<file path="src/rtl/via_pkg.sv">
//==============================================================================
// Module : via_pkg
// Brief  : Register map and bit indices shared by the 6522 VIA model.
// Rev    : 1.0  initial release
//==============================================================================
`default_nettype none

package via_pkg;

    localparam logic [3:0] VIA_ORB    = 4'h0;
    localparam logic [3:0] VIA_ORA    = 4'h1;
    localparam logic [3:0] VIA_DDRB   = 4'h2;
    localparam logic [3:0] VIA_DDRA   = 4'h3;
    localparam logic [3:0] VIA_T1CL   = 4'h4;
    localparam logic [3:0] VIA_T1CH   = 4'h5;
    localparam logic [3:0] VIA_T1LL   = 4'h6;
    localparam logic [3:0] VIA_T1LH   = 4'h7;
    localparam logic [3:0] VIA_T2CL   = 4'h8;
    localparam logic [3:0] VIA_T2CH   = 4'h9;
    localparam logic [3:0] VIA_SR     = 4'hA;
    localparam logic [3:0] VIA_ACR    = 4'hB;
    localparam logic [3:0] VIA_PCR    = 4'hC;
    localparam logic [3:0] VIA_IFR    = 4'hD;
    localparam logic [3:0] VIA_IER    = 4'hE;
    localparam logic [3:0] VIA_ORA_NH = 4'hF;

    localparam int IFR_T1  = 6;
    localparam int IFR_T2  = 5;
    localparam int IFR_CB1 = 4;
    localparam int IFR_CA1 = 1;

    localparam int ACR_PB7     = 7;
    localparam int ACR_T1_FREE = 6;

endpackage

`default_nettype wire

</file>
<file path="src/rtl/via_timer.sv">
//==============================================================================
// Module : via_timer
// Brief  : 16-bit VIA interval counter with load, arm, underflow and reload.
// Rev    : 1.0  initial release
//==============================================================================
`default_nettype none

module via_timer #(
    parameter logic [15:0] T_RESET = 16'hFFFF
) (
    input  logic        clk,
    input  logic        rst,
    input  logic        i_load,
    input  logic [15:0] i_load_val,
    input  logic        i_free_run,
    input  logic [15:0] i_reload_val,
    output logic [15:0] o_count,
    output logic        o_underflow
);

    logic [15:0] r_count;
    logic        r_armed;
    logic        w_zero;

    assign w_zero      = (r_count == 16'h0000);
    // A load in the zero cycle takes priority and suppresses the event.
    assign o_underflow = w_zero & r_armed & ~i_load;
    assign o_count     = r_count;

    always_ff @(posedge clk) begin
        if (rst) begin
            r_count <= T_RESET;
            r_armed <= 1'b0;
        end else if (i_load) begin
            r_count <= i_load_val;
            r_armed <= 1'b1;
        end else if (w_zero) begin
            if (i_free_run) begin
                r_count <= i_reload_val;
            end else begin
                r_count <= 16'hFFFF;
                r_armed <= 1'b0;
            end
        end else begin
            r_count <= r_count - 16'd1;
        end
    end

endmodule

`default_nettype wire

</file>
<file path="src/rtl/via6522.sv">
//==============================================================================
// Module : via6522
// Brief  : 6522 VIA: ports A/B with DDRs, timers T1/T2, IFR/IER and irq_n.
//          Define VIA_CA_CB_EN to add the CA1/CB1 edge-interrupt inputs.
// Rev    : 1.0  initial release
//==============================================================================
`default_nettype none

module via6522 import via_pkg::*; #(
    parameter int          PA_WIDTH = 8,
    parameter int          PB_WIDTH = 8,
    parameter logic [15:0] T_RESET  = 16'hFFFF
) (
    input  logic                clk,
    input  logic                reset,
    input  logic                enable,
    input  logic                rnw,
    input  logic [3:0]          addr,
    input  logic [7:0]          din,
    output logic [7:0]          dout,
    input  logic [PA_WIDTH-1:0] pa_in,
    output logic [PA_WIDTH-1:0] pa_out,
    output logic [PA_WIDTH-1:0] pa_oe,
    input  logic [PB_WIDTH-1:0] pb_in,
    output logic [PB_WIDTH-1:0] pb_out,
    output logic [PB_WIDTH-1:0] pb_oe,
    output logic                irq_n
`ifdef VIA_CA_CB_EN
    ,
    input  logic                ca1,
    input  logic                cb1
`endif
);

    logic [PA_WIDTH-1:0] r_ora, r_ddra;
    logic [PB_WIDTH-1:0] r_orb, r_ddrb;
    logic [7:0]          r_acr, r_pcr;
    logic [6:0]          r_ier;
    logic [7:0]          r_t1l_lo, r_t1l_hi, r_t2l_lo;
    logic                r_t1_flag, r_t2_flag, r_pb7;

    logic        w_wr, w_rd;
    logic        w_t1_uf, w_t2_uf, w_t1_clr, w_t2_clr;
    logic [15:0] w_t1_count, w_t2_count;
    logic        w_ca1_flag, w_cb1_flag;
    logic [6:0]  w_ifr;
    logic        w_irq;

    assign w_wr = enable & ~rnw;
    assign w_rd = enable &  rnw;

    assign w_t1_clr = (w_wr && (addr == VIA_T1CH || addr == VIA_T1LH))
                    || (w_rd && addr == VIA_T1CL)
                    || (w_wr && addr == VIA_IFR && din[IFR_T1]);
    assign w_t2_clr = (w_wr && addr == VIA_T2CH)
                    || (w_rd && addr == VIA_T2CL)
                    || (w_wr && addr == VIA_IFR && din[IFR_T2]);

    via_timer #(.T_RESET(T_RESET)) u_t1 (
        .clk          (clk),
        .rst          (reset),
        .i_load       (w_wr && addr == VIA_T1CH),
        .i_load_val   ({din, r_t1l_lo}),
        .i_free_run   (r_acr[ACR_T1_FREE]),
        .i_reload_val ({r_t1l_hi, r_t1l_lo}),
        .o_count      (w_t1_count),
        .o_underflow  (w_t1_uf)
    );

    via_timer #(.T_RESET(T_RESET)) u_t2 (
        .clk          (clk),
        .rst          (reset),
        .i_load       (w_wr && addr == VIA_T2CH),
        .i_load_val   ({din, r_t2l_lo}),
        .i_free_run   (1'b0),
        .i_reload_val (16'h0000),
        .o_count      (w_t2_count),
        .o_underflow  (w_t2_uf)
    );

    always_ff @(posedge clk) begin
        if (reset) begin
            r_ora     <= '0;
            r_ddra    <= '0;
            r_orb     <= '0;
            r_ddrb    <= '0;
            r_acr     <= 8'h00;
            r_pcr     <= 8'h00;
            r_ier     <= 7'h00;
            r_t1l_lo  <= T_RESET[7:0];
            r_t1l_hi  <= T_RESET[15:8];
            r_t2l_lo  <= 8'h00;
            r_t1_flag <= 1'b0;
            r_t2_flag <= 1'b0;
            r_pb7     <= 1'b1;
        end else begin
            if (w_wr) begin
                case (addr)
                    VIA_ORB:              r_orb    <= din[PB_WIDTH-1:0];
                    VIA_ORA, VIA_ORA_NH:  r_ora    <= din[PA_WIDTH-1:0];
                    VIA_DDRB:             r_ddrb   <= din[PB_WIDTH-1:0];
                    VIA_DDRA:             r_ddra   <= din[PA_WIDTH-1:0];
                    VIA_T1CL, VIA_T1LL:   r_t1l_lo <= din;
                    VIA_T1CH, VIA_T1LH:   r_t1l_hi <= din;
                    VIA_T2CL:             r_t2l_lo <= din;
                    VIA_ACR:              r_acr    <= din;
                    VIA_PCR:              r_pcr    <= din;
                    VIA_IER:              r_ier    <= din[7] ? (r_ier | din[6:0])
                                                             : (r_ier & ~din[6:0]);
                    default: ;
                endcase
            end
            // A timer event in the same cycle as a clear leaves the flag set.
            r_t1_flag <= w_t1_uf | (r_t1_flag & ~w_t1_clr);
            r_t2_flag <= w_t2_uf | (r_t2_flag & ~w_t2_clr);
            if (w_wr && addr == VIA_T1CH) begin
                r_pb7 <= 1'b0;
            end else if (w_t1_uf) begin
                r_pb7 <= ~r_pb7;
            end
        end
    end

`ifdef VIA_CA_CB_EN
    logic r_ca1_s, r_ca1_p, r_cb1_s, r_cb1_p, r_ca1_flag, r_cb1_flag;
    logic w_ca1_edge, w_cb1_edge, w_ca1_clr, w_cb1_clr;

    // PCR0 / PCR4 select the active edge: 1 = rising, 0 = falling.
    assign w_ca1_edge = r_pcr[0] ? (r_ca1_s & ~r_ca1_p) : (~r_ca1_s & r_ca1_p);
    assign w_cb1_edge = r_pcr[4] ? (r_cb1_s & ~r_cb1_p) : (~r_cb1_s & r_cb1_p);
    assign w_ca1_clr  = (enable && addr == VIA_ORA)
                      || (w_wr && addr == VIA_IFR && din[IFR_CA1]);
    assign w_cb1_clr  = (enable && addr == VIA_ORB)
                      || (w_wr && addr == VIA_IFR && din[IFR_CB1]);

    always_ff @(posedge clk) begin
        if (reset) begin
            r_ca1_s    <= ca1;
            r_ca1_p    <= ca1;
            r_cb1_s    <= cb1;
            r_cb1_p    <= cb1;
            r_ca1_flag <= 1'b0;
            r_cb1_flag <= 1'b0;
        end else begin
            r_ca1_s    <= ca1;
            r_ca1_p    <= r_ca1_s;
            r_cb1_s    <= cb1;
            r_cb1_p    <= r_cb1_s;
            r_ca1_flag <= w_ca1_edge | (r_ca1_flag & ~w_ca1_clr);
            r_cb1_flag <= w_cb1_edge | (r_cb1_flag & ~w_cb1_clr);
        end
    end

    assign w_ca1_flag = r_ca1_flag;
    assign w_cb1_flag = r_cb1_flag;
`else
    assign w_ca1_flag = 1'b0;
    assign w_cb1_flag = 1'b0;
`endif

    always_comb begin
        w_ifr          = 7'h00;
        w_ifr[IFR_T1]  = r_t1_flag;
        w_ifr[IFR_T2]  = r_t2_flag;
        w_ifr[IFR_CB1] = w_cb1_flag;
        w_ifr[IFR_CA1] = w_ca1_flag;
    end

    assign w_irq = |(w_ifr & r_ier);
    assign irq_n = ~w_irq;

    assign pa_out = r_ora;
    assign pa_oe  = r_ddra;

    generate
        if (PB_WIDTH == 8) begin : g_pb7_timer
            assign pb_out = {r_acr[ACR_PB7] ? r_pb7 : r_orb[7], r_orb[6:0]};
            assign pb_oe  = {r_acr[ACR_PB7] | r_ddrb[7], r_ddrb[6:0]};
        end else begin : g_pb_plain
            assign pb_out = r_orb;
            assign pb_oe  = r_ddrb;
        end
    endgenerate

    always_comb begin
        dout = 8'h00;
        case (addr)
            VIA_ORB:             dout[PB_WIDTH-1:0] = (r_orb & r_ddrb) | (pb_in & ~r_ddrb);
            VIA_ORA, VIA_ORA_NH: dout[PA_WIDTH-1:0] = (r_ora & r_ddra) | (pa_in & ~r_ddra);
            VIA_DDRB:            dout[PB_WIDTH-1:0] = r_ddrb;
            VIA_DDRA:            dout[PA_WIDTH-1:0] = r_ddra;
            VIA_T1CL:            dout = w_t1_count[7:0];
            VIA_T1CH:            dout = w_t1_count[15:8];
            VIA_T1LL:            dout = r_t1l_lo;
            VIA_T1LH:            dout = r_t1l_hi;
            VIA_T2CL:            dout = w_t2_count[7:0];
            VIA_T2CH:            dout = w_t2_count[15:8];
            VIA_SR:              dout = 8'h00;
            VIA_ACR:             dout = r_acr;
            VIA_PCR:             dout = r_pcr;
            VIA_IFR:             dout = {w_irq, w_ifr};
            VIA_IER:             dout = {1'b1, r_ier};
            default:             dout = 8'h00;
        endcase
    end

endmodule

`default_nettype wire

</file>
<file path="config.mk">
export PLATFORM = sky130hd
export DESIGN_NAME = via6522
export DESIGN_NICKNAME = d
export VERILOG_FILES = /design/src/rtl/via_pkg.sv /design/src/rtl/via_timer.sv /design/src/rtl/via6522.sv
export SDC_FILE = /design/constraint.sdc
export NUM_CORES = 1
export LEC_CHECK = 0
export BUFFER_PORTS_ARGS = -buffer_cell sky130_fd_sc_hd__buf_2
export CAP_MARGIN = 10
export CORE_ASPECT_RATIO = 1.5
export CORE_MARGIN = 2
export CORE_UTILIZATION = 53
export DETAILED_ROUTE_END_ITERATION = 6
export PLACE_DENSITY = 0.78
export SYNTH_ARGS = -nofsm -noshare
export SYNTH_HDL_FRONTEND = slang
export SYNTH_SLANG_ARGS = --single-unit
</file>
<file path="constraint.sdc">
create_clock -name clk -period 2.1 [get_ports clk]
set_input_delay 0.21 -clock clk [delete_from_list [all_inputs] [get_ports clk]]
set_output_delay 0.21 -clock clk [all_outputs]
set_load 0.02 [all_outputs]
</file>
== After elaboration in Yosys (flattened, before gate mapping) ==
Index checks and enable logic that the tools add are counted.
W data, S select, Z words.

* Word-level logic and storage cells: 114
* Register bits after elaboration: 116
* Bits of input ports: 32

* Bitwise logic cells: 30
* Multiplexer cells: 15
* Add/subtract/negate cells: 2
* Equality and inequality tests: 16
* Reductions and logical operators: 34

{| class="wikitable"
|+ Operator list
! kind !! count
|-
| $pmux W8 S15 || 1
|-
| $mux W16 || 5
|-
| $and A8 B8 Y8 || 4
|-
| $eq A4 B4 Y1 const B || 8
|-
| $logic_not A16 Y1 || 2
|-
| $sub A16 B1 Y16 const B || 2
|-
| $reduce_and A2 Y1 || 11
|-
| $eq A4 B3 Y1 const B || 4
|-
| $not A8 Y8 || 2
|-
| $or A8 B8 Y8 || 2
|-
| $and A7 B7 Y7 || 2
|-
| $and A1 B1 Y1 || 8
|-
| $eq A4 B2 Y1 const B || 2
|-
| $logic_and A1 B1 Y1 || 8
|-
| $mux W1 || 8
|-
| $mux W7 || 1
|-
| $not A1 Y1 || 7
|-
| $not A7 Y7 || 1
|-
| $or A7 B7 Y7 || 1
|-
| $reduce_or A7 Y1 || 1
|-
| $reduce_bool A2 Y1 || 3
|-
| $reduce_or A2 Y1 || 3
|-
| $logic_or A1 B1 Y1 || 5
|-
| $eq A4 B1 Y1 const B || 1
|-
| other kinds (3) || 5
|}

== Logic depth before layout (Yosys ltp) ==
Gate-level depths: netlist of run 1.

* Word-level depth: 8
* Mapped depth: 8

== Modules after synthesis ==
Synthesis of run 1 repeated with hierarchy kept, for this count alone.

* Cell total of the unflattened synthesis: 816
* Area total of the unflattened synthesis: 7055.5 um^2

{| class="wikitable"
|+ Modules (own cells, without submodules)
! module !! area an instance (um^2) !! cells each !! times used
|-
| via6522 || 4541.9 || 516 || 1
|-
| via_timer (u_t1) || 1260.0 || 146 || 1
|-
| via_timer (u_t2) || 1253.7 || 154 || 1
|}

== Least setup slack after synthesis of run 1 ==
No wires, ideal clock.

* Kind: register to register
* Start point: register u_t1.r_count[2], in the netlist u_t1.o_count[2]
* End point: register u_t1.r_count[3], in the netlist u_t1.o_count[3]
* Path slack: -20 ps
* Data arrival time: 2005 ps
* Required time: 1985 ps
* Period minus slack after synthesis: 2120 ps
* Stages on the path, launching flop included: 7
* Path through: dfxtp_1 > buf_6 > or3_4 > or4_4 > or3_4 > a21o_4 > o21a_1

* Longest elaborated chain between the ends: 3

{| class="wikitable"
|+ RTL lines
! element !! line !! RTL
|-
| start, declared || via_timer.sv:21 || <nowiki>logic [15:0] r_count;</nowiki>
|-
| start signal, assigned || via_timer.sv:35 || <nowiki>r_count <= i_load_val;</nowiki>
|-
| start signal, assigned || via_timer.sv:39 || <nowiki>r_count <= i_reload_val;</nowiki>
|-
| start signal, assigned || via_timer.sv:45 || <nowiki>r_count <= r_count - 16'd1;</nowiki>
|-
| $sub A16 B1 Y16 or $logic_not A16 Y1 (tied branches) || via_timer.sv:45, via_timer.sv:25 ||
|-
| $mux W16 * || via_timer.sv:37 || <nowiki>end else if (w_zero) begin</nowiki>
|-
| $mux W16 * || via_timer.sv:34 || <nowiki>end else if (i_load) begin</nowiki>
|}

Mark *: on every way between the ends. The rest lies on a longest branch, timed or not.
A chain may end at the register's enable or synchronous reset.

== Worst setup path in the final report of run 1 ==
* Start point: register u_t1.r_count[3], in the netlist u_t1.o_count[3]
* End point: register u_t1.r_count[3], in the netlist u_t1.o_count[3]

Same word-level chain as after synthesis.

==> tab_implementation.tex, run 1 <==
\begin{tabular}{lr}
\hline
Metric & Value \\
\hline
\multicolumn{2}{l}{\textbf{Run status}} \\
\quad Outcome & complete, but fails checks \\
\quad Failing checks & negative setup slack \\
\multicolumn{2}{l}{\textbf{Floorplanning}} \\
\quad Cell row count & 48 \\
\quad Die X & 92.8 um \\
\quad Die area & 12700 sq um \\
\quad Overall die height & 137 um \\
\quad Area of the placeable core & 11500 sq um \\
\quad Initial core utilization & 0.543 \\
\quad Count of pins on the block boundary & 73 \\
\multicolumn{2}{l}{\textbf{Pwr}} \\
\quad Max VDD drop & 650 uV \\
\quad Total design power & 5790 uW \\
\quad Total leakage power & 0.00309 uW \\
\quad Power per unit of standard cell area & 748 nW/um\^{}2 \\
\multicolumn{2}{l}{\textbf{Cells and area}} \\
\quad Number of standard cells in the layout, taps in and fillers out & 1007 \\
\quad Growth of design area from synthesis to finish & 23.6\% \\
\quad Fraction of the core area covered by cells at the end of the flow & 0.671 \\
\quad Count of nets after finishing & 880 \\
\quad Fraction of layout cells with a size suffix above 1 & 0.251 \\
\quad Diode insertion count for antenna repair & 0 \\
\multicolumn{2}{l}{\textbf{Logic synthesis}} \\
\quad Synthesis-stage register bit count & 116 \\
\quad Count of yosys warnings during synthesis & 0 \\
\quad Mapped Area & 6260 sq um \\
\quad Synthesized netlist net count & 789 \\
\quad Top-count cell post-synth & dfxtp\_1 \\
\quad Part of the Yosys area used for sequential elements & 0.371 \\
\quad Largest area contributor in the synthesized netlist & dfxtp\_1 \\
\quad Area contributors post-synth & dfxtp\_1, mux2i\_1, nor2\_1 \\
\quad Async set-or-reset flop fraction in the synthesized netlist & 0 \\
\quad Most frequent cells after synthesis & dfxtp\_1, mux2i\_1, nor2\_1 \\
\quad Top FF cell, synth & dfxtp\_1 \\
\quad Post-synth EDFFs & 0 \\
\quad Yosys top cell area share & 0.371 \\
\quad Synth unique cells & 64 \\
\quad Average instance area after synthesis & 8.32 sq um \\
\quad Mapped Cells & 753 \\
\multicolumn{2}{l}{\textbf{Clock tree}} \\
\quad Buffer depth of the longest clock path & 2 \\
\quad Worst-Skew Late Latency & 0.42 ns \\
\quad TritonCTS Buffers & 17 \\
\quad CTS Root Cell & clkbuf\_16 \\
\quad TritonCTS clock tree & built \\
\quad H-tree levels & 4 \\
\quad Post-CTS clock slew at the launch and capture registers of the worst setup and hold paths & 0.06 ns \\
\quad Clock tree sinks & 116 \\
\multicolumn{2}{l}{\textbf{Drt}} \\
\quad Detailed Route WL & 22.1 mm \\
\quad Post-route DRC & 0 \\
\quad DR vias/cell & 6.33 \\
\quad Average wire per standard cell & 22.0 um \\
\quad Vias & 6371 \\
\quad Iteration-0 DRC Markers & 626 \\
\quad Residual antenna-violating net count after detailed routing & 0 \\
\quad Pre-antenna DRT Iters & 5 \\
\multicolumn{2}{l}{\textbf{Global route}} \\
\quad Antenna violations before repair & 0 \\
\quad Vias in the first global route & 6087 \\
\quad Total routing usage reported by global routing & 0.351 \\
\quad Global-route wire length before repair & 33.5 mm \\
\quad Total congestion overflow & 0 \\
\quad Pin count of the biggest net entering global routing & 41 \\
\multicolumn{2}{l}{\textbf{Critical path}} \\
\quad CP required & 2.41 ns \\
\quad Most frequent cell on the critical path & or3\_4 \\
\quad Delay of the slowest cell on the worst path & 0.53 ns \\
\quad CP cell instances & or3\_4 -> or4\_4 -> or3\_4 -> a21o\_4 -> o21a\_1 \\
\quad Critical Path Start Type & flip-flop \\
\quad Source of the worst register-to-register timing path & u\_t1.o\_count[3]\$\_SDFF\_PP1\_ \\
\quad Endpoint of the most critical register-to-register path & u\_t1.o\_count[3]\$\_SDFF\_PP1\_ \\
\quad Slowest stage cell on the critical path & or4\_4 \\
\quad Worst reg2reg path depth & 5 \\
\quad Kind of cell adding the most delay to the critical path & simple AND/OR/NAND/NOR gates \\
\quad Kind of capture point of the worst setup path & flip-flop \\
\quad Buffer and inverter count on the worst path & 0 \\
\quad Classification of the worst setup path & reg -> reg \\
\quad Register-to-register setup slack & -0.04 ns \\
\quad WP data arrival & 2.45 ns \\
\quad Highest net fanout along the worst path & 8 \\
\multicolumn{2}{l}{\textbf{Worst hold path}} \\
\quad Worst Hold Launch & enable \\
\quad Path category of the worst min-delay check & in -> reg \\
\quad Worst hold endpoint & r\_t1\_flag\$\_SDFF\_PP0\_ \\
\quad Hold depth & 4 \\
\multicolumn{2}{l}{\textbf{Timing}} \\
\quad Final setup slack of the worst path & -0.0403 ns \\
\quad Number of failing hold endpoints at the final stage & 0 \\
\quad Number of failing setup endpoints in the final timing report & 8 \\
\quad Sum of negative setup slack & -0.115 ns \\
\quad Max Slew Vio Count & 0 \\
\quad Fin crit share & 1.02 \\
\quad RSZ-0062 raised after global routing & yes \\
\quad Worst slew margin & 0.627 \\
\quad Min Tclk post-route & 2.14 ns \\
\quad Pin slew with the least headroom to its limit & 0.558 ns \\
\quad Setup Skew & 0.00602 ns \\
\quad Maximum achievable frequency & 467 MHz \\
\multicolumn{2}{l}{\textbf{Run}} \\
\quad Max cap viols & 0 \\
\multicolumn{2}{l}{\textbf{Place}} \\
\quad Post-DP HPWL & 16.1 mm \\
\quad I/O Buffers & 72 \\
\quad Total instance count after detailed placement & 971 \\
\quad Placer Congestion & 1.02 \\
\hline
\end{tabular}
==> report_power, final <==
| group | internal, uW | switching [uW] | total [uW] |
|---|---|---|---|
| combinational | 231 | 387 | 618 |
| sequential | 2230 | 38.3 | 2270 |
| clock | 1790 | 1110 | 2900 |
==> layout by cell type (no fill, tap or decap), types with 6 or more instances in the layout <==
master,n
dfxtp_1,114
mux2i_1,81
nor2_1,79
nand2_1,78
buf_2,70
buf_4,63
a21oi_1,41
nand3_1,39
nor3_1,23
o21ai_0,21
clkbuf_16,17
nand2b_1,13
xnor2_1,13
inv_1,12
a22oi_1,11
a31oi_1,11
o22ai_1,9
a32oi_1,8
nor2b_1,7
mux2_2,7
nor3_2,6
xor2_1,6
a2bb2oi_2,6
==> layer usage <==
layer	wire length [um]	vias up	track usage	share of wire
li1	-	2889	-	-
met1	8200	3024	0.409	0.37
met2	10800	368	0.593	0.49
met3	1750	90	0.0738	0.079
met4	1340	0	0.204	0.060
met5	0	-	0	0
==> registers in the layout, summed over array words and instances, names as in the netlist, 8 cells and up, named ones only <==
| name | cells |
|---|---|
| u_t1.o_count | 16 |
| u_t2.o_count | 16 |
| pa_oe | 8 |
| pa_out | 8 |
| r_acr | 8 |
| r_ddrb | 8 |
| r_orb | 8 |
| r_pcr | 8 |
| r_t1l_hi | 8 |
| r_t1l_lo | 8 |
| r_t2l_lo | 8 |
==> cell type report <==
class | count | area (sq um)
Multi-Input combinational cell | 558 | 3680
Fill cell | 986 | 3790
Tap cell | 150 | 188
Sequential cell | 116 | 2320
Inverter | 13 | 48.8
Clock buffer | 18 | 439
Clock inverter | 14 | 153
Timing Repair Buffer | 138 | 902
==> cells by family (layout without fill, tap and decap cells) <==
family	count (synthesis)	in the layout	share of synthesized area
DFF	116	116	0.371
AOI/OAI and AO/OA	160	160	0.174
and+or+nand+nor	286	286	0.219
muxes	89	89	0.144
buffers and inverters	79	183	0.0575
xor gates and xnor gates	19	19	0.0266
adders and majority gates	4	4	0.00799
==> worst min-delay path, cell delays in order <==
cell and delay, ns:
buf_2 0.12, nand4_1 0.07, nand4_1 0.09, a21oi_1 0.06
==> repair_timing <==
item | CTS | global route
endpoints found under the setup margin | 11 | 19
resized for setup | 3 | 25
pin swaps | 1 | 5
setup buffers | 0 | 4
hold endpoints to repair | 0 | 0
hold buffers | 0 | 0
==> per-stage QoR <==
step / worst slack (ns) / instance area [sq um] / hold WS (ns)
after floorplan: 0.0345 / 6260 / 0.332
final: -0.0403 / 7740 / 0.178
after CTS: 0.00491 / 7610 / 0.170
after global routing: -0.135 / 7740 / 0.219
after detailed placement: -0.0292 / 7000 / 0.456
after global placement: 0.0242 / 7000 / 0.450
==> how the worst max path moves through the flow <==
stage | startpoint | endpoint | slack, ns | depth (start not counted)
finish | u_t1.o_count[3]$_SDFF_PP1_ | u_t1.o_count[3]$_SDFF_PP1_ | -0.04 | 5
global route | u_t1.o_count[3]$_SDFF_PP1_ | r_pb7$_SDFFE_PP1P_ | -0.13 | 6
CTS | u_t1.o_count[13]$_SDFF_PP1_ | dout[5] | 0.005 | 6
detailed placement | u_t1.o_count[0]$_SDFF_PP1_ | u_t1.o_count[3]$_SDFF_PP1_ | -0.03 | 7
global placement | addr[1] | dout[4] | 0.02 | 8
floorplan | u_t1.o_count[2]$_SDFF_PP1_ | u_t1.o_count[3]$_SDFF_PP1_ | 0.03 | 6
(Power assumes the default switching activity.)
==> inputs of run 2 (changes only) <==
- CORE_ASPECT_RATIO: 1.5 -> 2
- CTS_CLUSTER_SIZE: unset -> 24
==> tab_implementation.tex, run 2 (same netlist as run 1, synthesis figures left out) <==
\begin{tabular}{lr}
\hline
Metric & Value \\
\hline
\multicolumn{2}{l}{\textbf{Drt}} \\
\quad Iteration-0 DRC Markers & 655 \\
\quad DR vias/cell & 6.45 \\
\quad Pre-antenna DRT Iters & 6 \\
\quad Residual antenna-violating net count after detailed routing & 0 \\
\quad Post-route DRC & 0 \\
\quad Vias & 6472 \\
\quad Average wire per standard cell & 23.3 um \\
\quad Detailed Route WL & 23.4 mm \\
\multicolumn{2}{l}{\textbf{Critical path}} \\
\quad Kind of cell adding the most delay to the critical path & flip-flops \\
\quad CP cell instances & mux2i\_2 -> nor2\_1 -> a211oi\_2 -> a21oi\_1 -> buf\_2 \\
\quad Classification of the worst setup path & reg -> out \\
\quad Delay of the slowest cell on the worst path & 0.54 ns \\
\quad Slowest stage cell on the critical path & dfxtp\_1 \\
\quad CP required & 1.89 ns \\
\quad Source of the worst register-to-register timing path & u\_t1.o\_count[3]\$\_SDFF\_PP1\_ \\
\quad WP data arrival & 1.92 ns \\
\quad Endpoint of the most critical register-to-register path & u\_t1.o\_count[3]\$\_SDFF\_PP1\_ \\
\quad Buffer and inverter count on the worst path & 1 \\
\quad Kind of capture point of the worst setup path & output pin \\
\quad Worst reg2reg path depth & 5 \\
\quad Critical Path Start Type & flip-flop \\
\quad Register-to-register setup slack & 0.04 ns \\
\quad Highest net fanout along the worst path & 4 \\
\multicolumn{2}{l}{\textbf{Clock tree}} \\
\quad Post-CTS clock slew at the launch and capture registers of the worst setup and hold paths & 0.06 ns \\
\quad TritonCTS clock tree & built \\
\quad Worst-Skew Late Latency & 0.42 ns \\
\quad Number of hold buffers added after cts & 0 \\
\quad Clock tree sinks & 116 \\
\quad Buffer depth of the longest clock path & 2 \\
\quad TritonCTS Buffers & 17 \\
\quad H-tree levels & 4 \\
\quad CTS Root Cell & clkbuf\_16 \\
\multicolumn{2}{l}{\textbf{Timing}} \\
\quad Setup Skew & 0.0107 ns \\
\quad Fin crit share & 1.01 \\
\quad Max Slew Vio Count & 0 \\
\quad Number of failing hold endpoints at the final stage & 0 \\
\quad Final setup slack of the worst path & -0.0251 ns \\
\quad Number of failing setup endpoints in the final timing report & 1 \\
\quad Maximum achievable frequency & 471 MHz \\
\quad Min Tclk post-route & 2.13 ns \\
\quad Sum of negative setup slack & -0.0251 ns \\
\quad Worst slew margin & 0.613 \\
\quad RSZ-0062 raised after global routing & yes \\
\quad Pin slew with the least headroom to its limit & 0.579 ns \\
\multicolumn{2}{l}{\textbf{Cells and area}} \\
\quad Fraction of the core area covered by cells at the end of the flow & 0.661 \\
\quad Leading cell types in the layout, fill and taps excluded & dfxtp\_1, mux2i\_1, nand2\_1, nor2\_1, buf\_2 \\
\quad Total of fill cells in the finished design & 1059 \\
\quad Sequential Area & 2320 sq um \\
\quad Growth of design area from synthesis to finish & 22.8\% \\
\quad Fraction of layout cells with a size suffix above 1 & 0.249 \\
\quad Count of nets after finishing & 882 \\
\quad Diode insertion count for antenna repair & 0 \\
\quad Most common cell after layout, fill and taps aside & dfxtp\_1 \\
\quad Layout Cell Area excl Fill & 7690 sq um \\
\quad Area occupied by multi-input gates & 3650 sq um \\
\multicolumn{2}{l}{\textbf{Place}} \\
\quad Area of placed instances & 7030 sq um \\
\quad Post-DP HPWL & 17.1 mm \\
\quad I/O Buffers & 72 \\
\quad Placer Congestion & 0.973 \\
\multicolumn{2}{l}{\textbf{Pwr}} \\
\quad Power per unit of standard cell area & 746 nW/um\^{}2 \\
\quad Part of the power in the clock network & 0.495 \\
\quad Net switching fraction of the power & 0.274 \\
\quad Switching power & 1570 uW \\
\quad Share of total power in combinational logic & 0.109 \\
\quad Cell-internal power & 4170 uW \\
\quad Relative contribution of sequential cells to total power & 0.396 \\
\quad Max VDD drop & 670 uV \\
\quad Total leakage power & 0.00309 uW \\
\quad Total design power & 5740 uW \\
\multicolumn{2}{l}{\textbf{Worst hold path}} \\
\quad Hold depth & 4 \\
\quad Worst hold endpoint & r\_t1\_flag\$\_SDFF\_PP0\_ \\
\quad Path category of the worst min-delay check & in -> reg \\
\quad Worst Hold Launch & enable \\
\multicolumn{2}{l}{\textbf{Global route}} \\
\quad Met3 track utilization from global routing & 0.0553 \\
\quad Total routing usage reported by global routing & 0.375 \\
\quad Met1 Resource Use GR & 0.421 \\
\quad Met2 routing resource usage after global routing & 0.630 \\
\quad Total congestion overflow & 0 \\
\quad Antenna violations before repair & 0 \\
\quad Vias in the first global route & 6289 \\
\quad Most utilized layer in the global route result & met2 \\
\quad Global-route wire length before repair & 35.3 mm \\
\quad Pin count of the biggest net entering global routing & 44 \\
\multicolumn{2}{l}{\textbf{Floorplanning}} \\
\quad Cell row count & 56 \\
\quad Area of the placeable core & 11600 sq um \\
\quad Die area & 12800 sq um \\
\quad Initial core utilization & 0.538 \\
\quad Count of pins on the block boundary & 73 \\
\quad Die X & 80.9 um \\
\quad Overall die height & 158 um \\
\multicolumn{2}{l}{\textbf{Run status}} \\
\quad Failing checks & negative setup slack \\
\quad Outcome & complete, but fails checks \\
\multicolumn{2}{l}{\textbf{Run}} \\
\quad Max cap viols & 0 \\
\hline
\end{tabular}
==> run 2: cell types whose count changed in the layout (fill, tap and decap cells not counted), sizes merged <==
cell and change:
buf +3, clkinv +2, clkinvlp -2, bufinv -1
==> run 2: worst min-delay path, stage by stage <==
cell     delay (ns)
buf_2          0.11
nand4_1        0.08
nand4_1        0.10
a21oi_1        0.06
==> run 2: metal layers <==
metal / part of all wire / wire (um)
met1: 0.35 / 8260
met2: 0.50 / 11600
met3: 0.064 / 1490
met4: 0.084 / 1970
met5: 0 / 0
==> run 2: area by class of cell <==
class	instances	share of cell area
Multi-Input combinational cell	558	0.475
Clock buffer	19	0.0589
Tap cell	145	0.0236
Inverter	13	0.00635
Timing Repair Buffer	140	0.118
Sequential cell	116	0.302
Clock inverter	13	0.0158
==> run 2: worst max-delay path by stage <==
stage	start	end	slack, ns	cells past startpoint
2_1_floorplan	u_t1.o_count[2]$_SDFF_PP1_	u_t1.o_count[3]$_SDFF_PP1_	0.03	6
3_3_place_gp	addr[0]	dout[1]	0.004	7
4_1_cts	u_t2.o_count[0]$_SDFF_PP1_	dout[0]	0.02	6
3_5_place_dp	addr[0]	dout[1]	0.03	7
5_1_grt	u_t1.o_count[9]$_SDFF_PP1_	r_pb7$_SDFFE_PP1P_	-0.008	5
6_report	pa_oe[0]$_SDFFE_PP0P_	dout[0]	-0.03	5
==> run 2: through the flow <==
step                      hold WS, ns  instances  setup slack [ns]
after detailed placement        0.454        971            0.0302
final                           0.200       1004           -0.0251
after floorplan                 0.332        753            0.0345
after global routing            0.211       1004          -0.00799
after CTS                       0.198       1003            0.0187
after global placement          0.441        971           0.00374
==> run 2: power by group through the flow <==
stage	logic [uW]	clock network [uW]	registers [uW]
finish	627	2840	2270
global route	664	2950	2270
CTS	605	2840	2270
detailed placement	596	0	2320
global placement	592	0	2320
floorplan	350	0	2310
==> run 2: repair_timing <==
item                                    4_1_cts  5_1_grt
gates resized for setup                       5       15
setup buffers                                 0        1
pin swaps                                     0        1
endpoints found under the setup margin        4       11
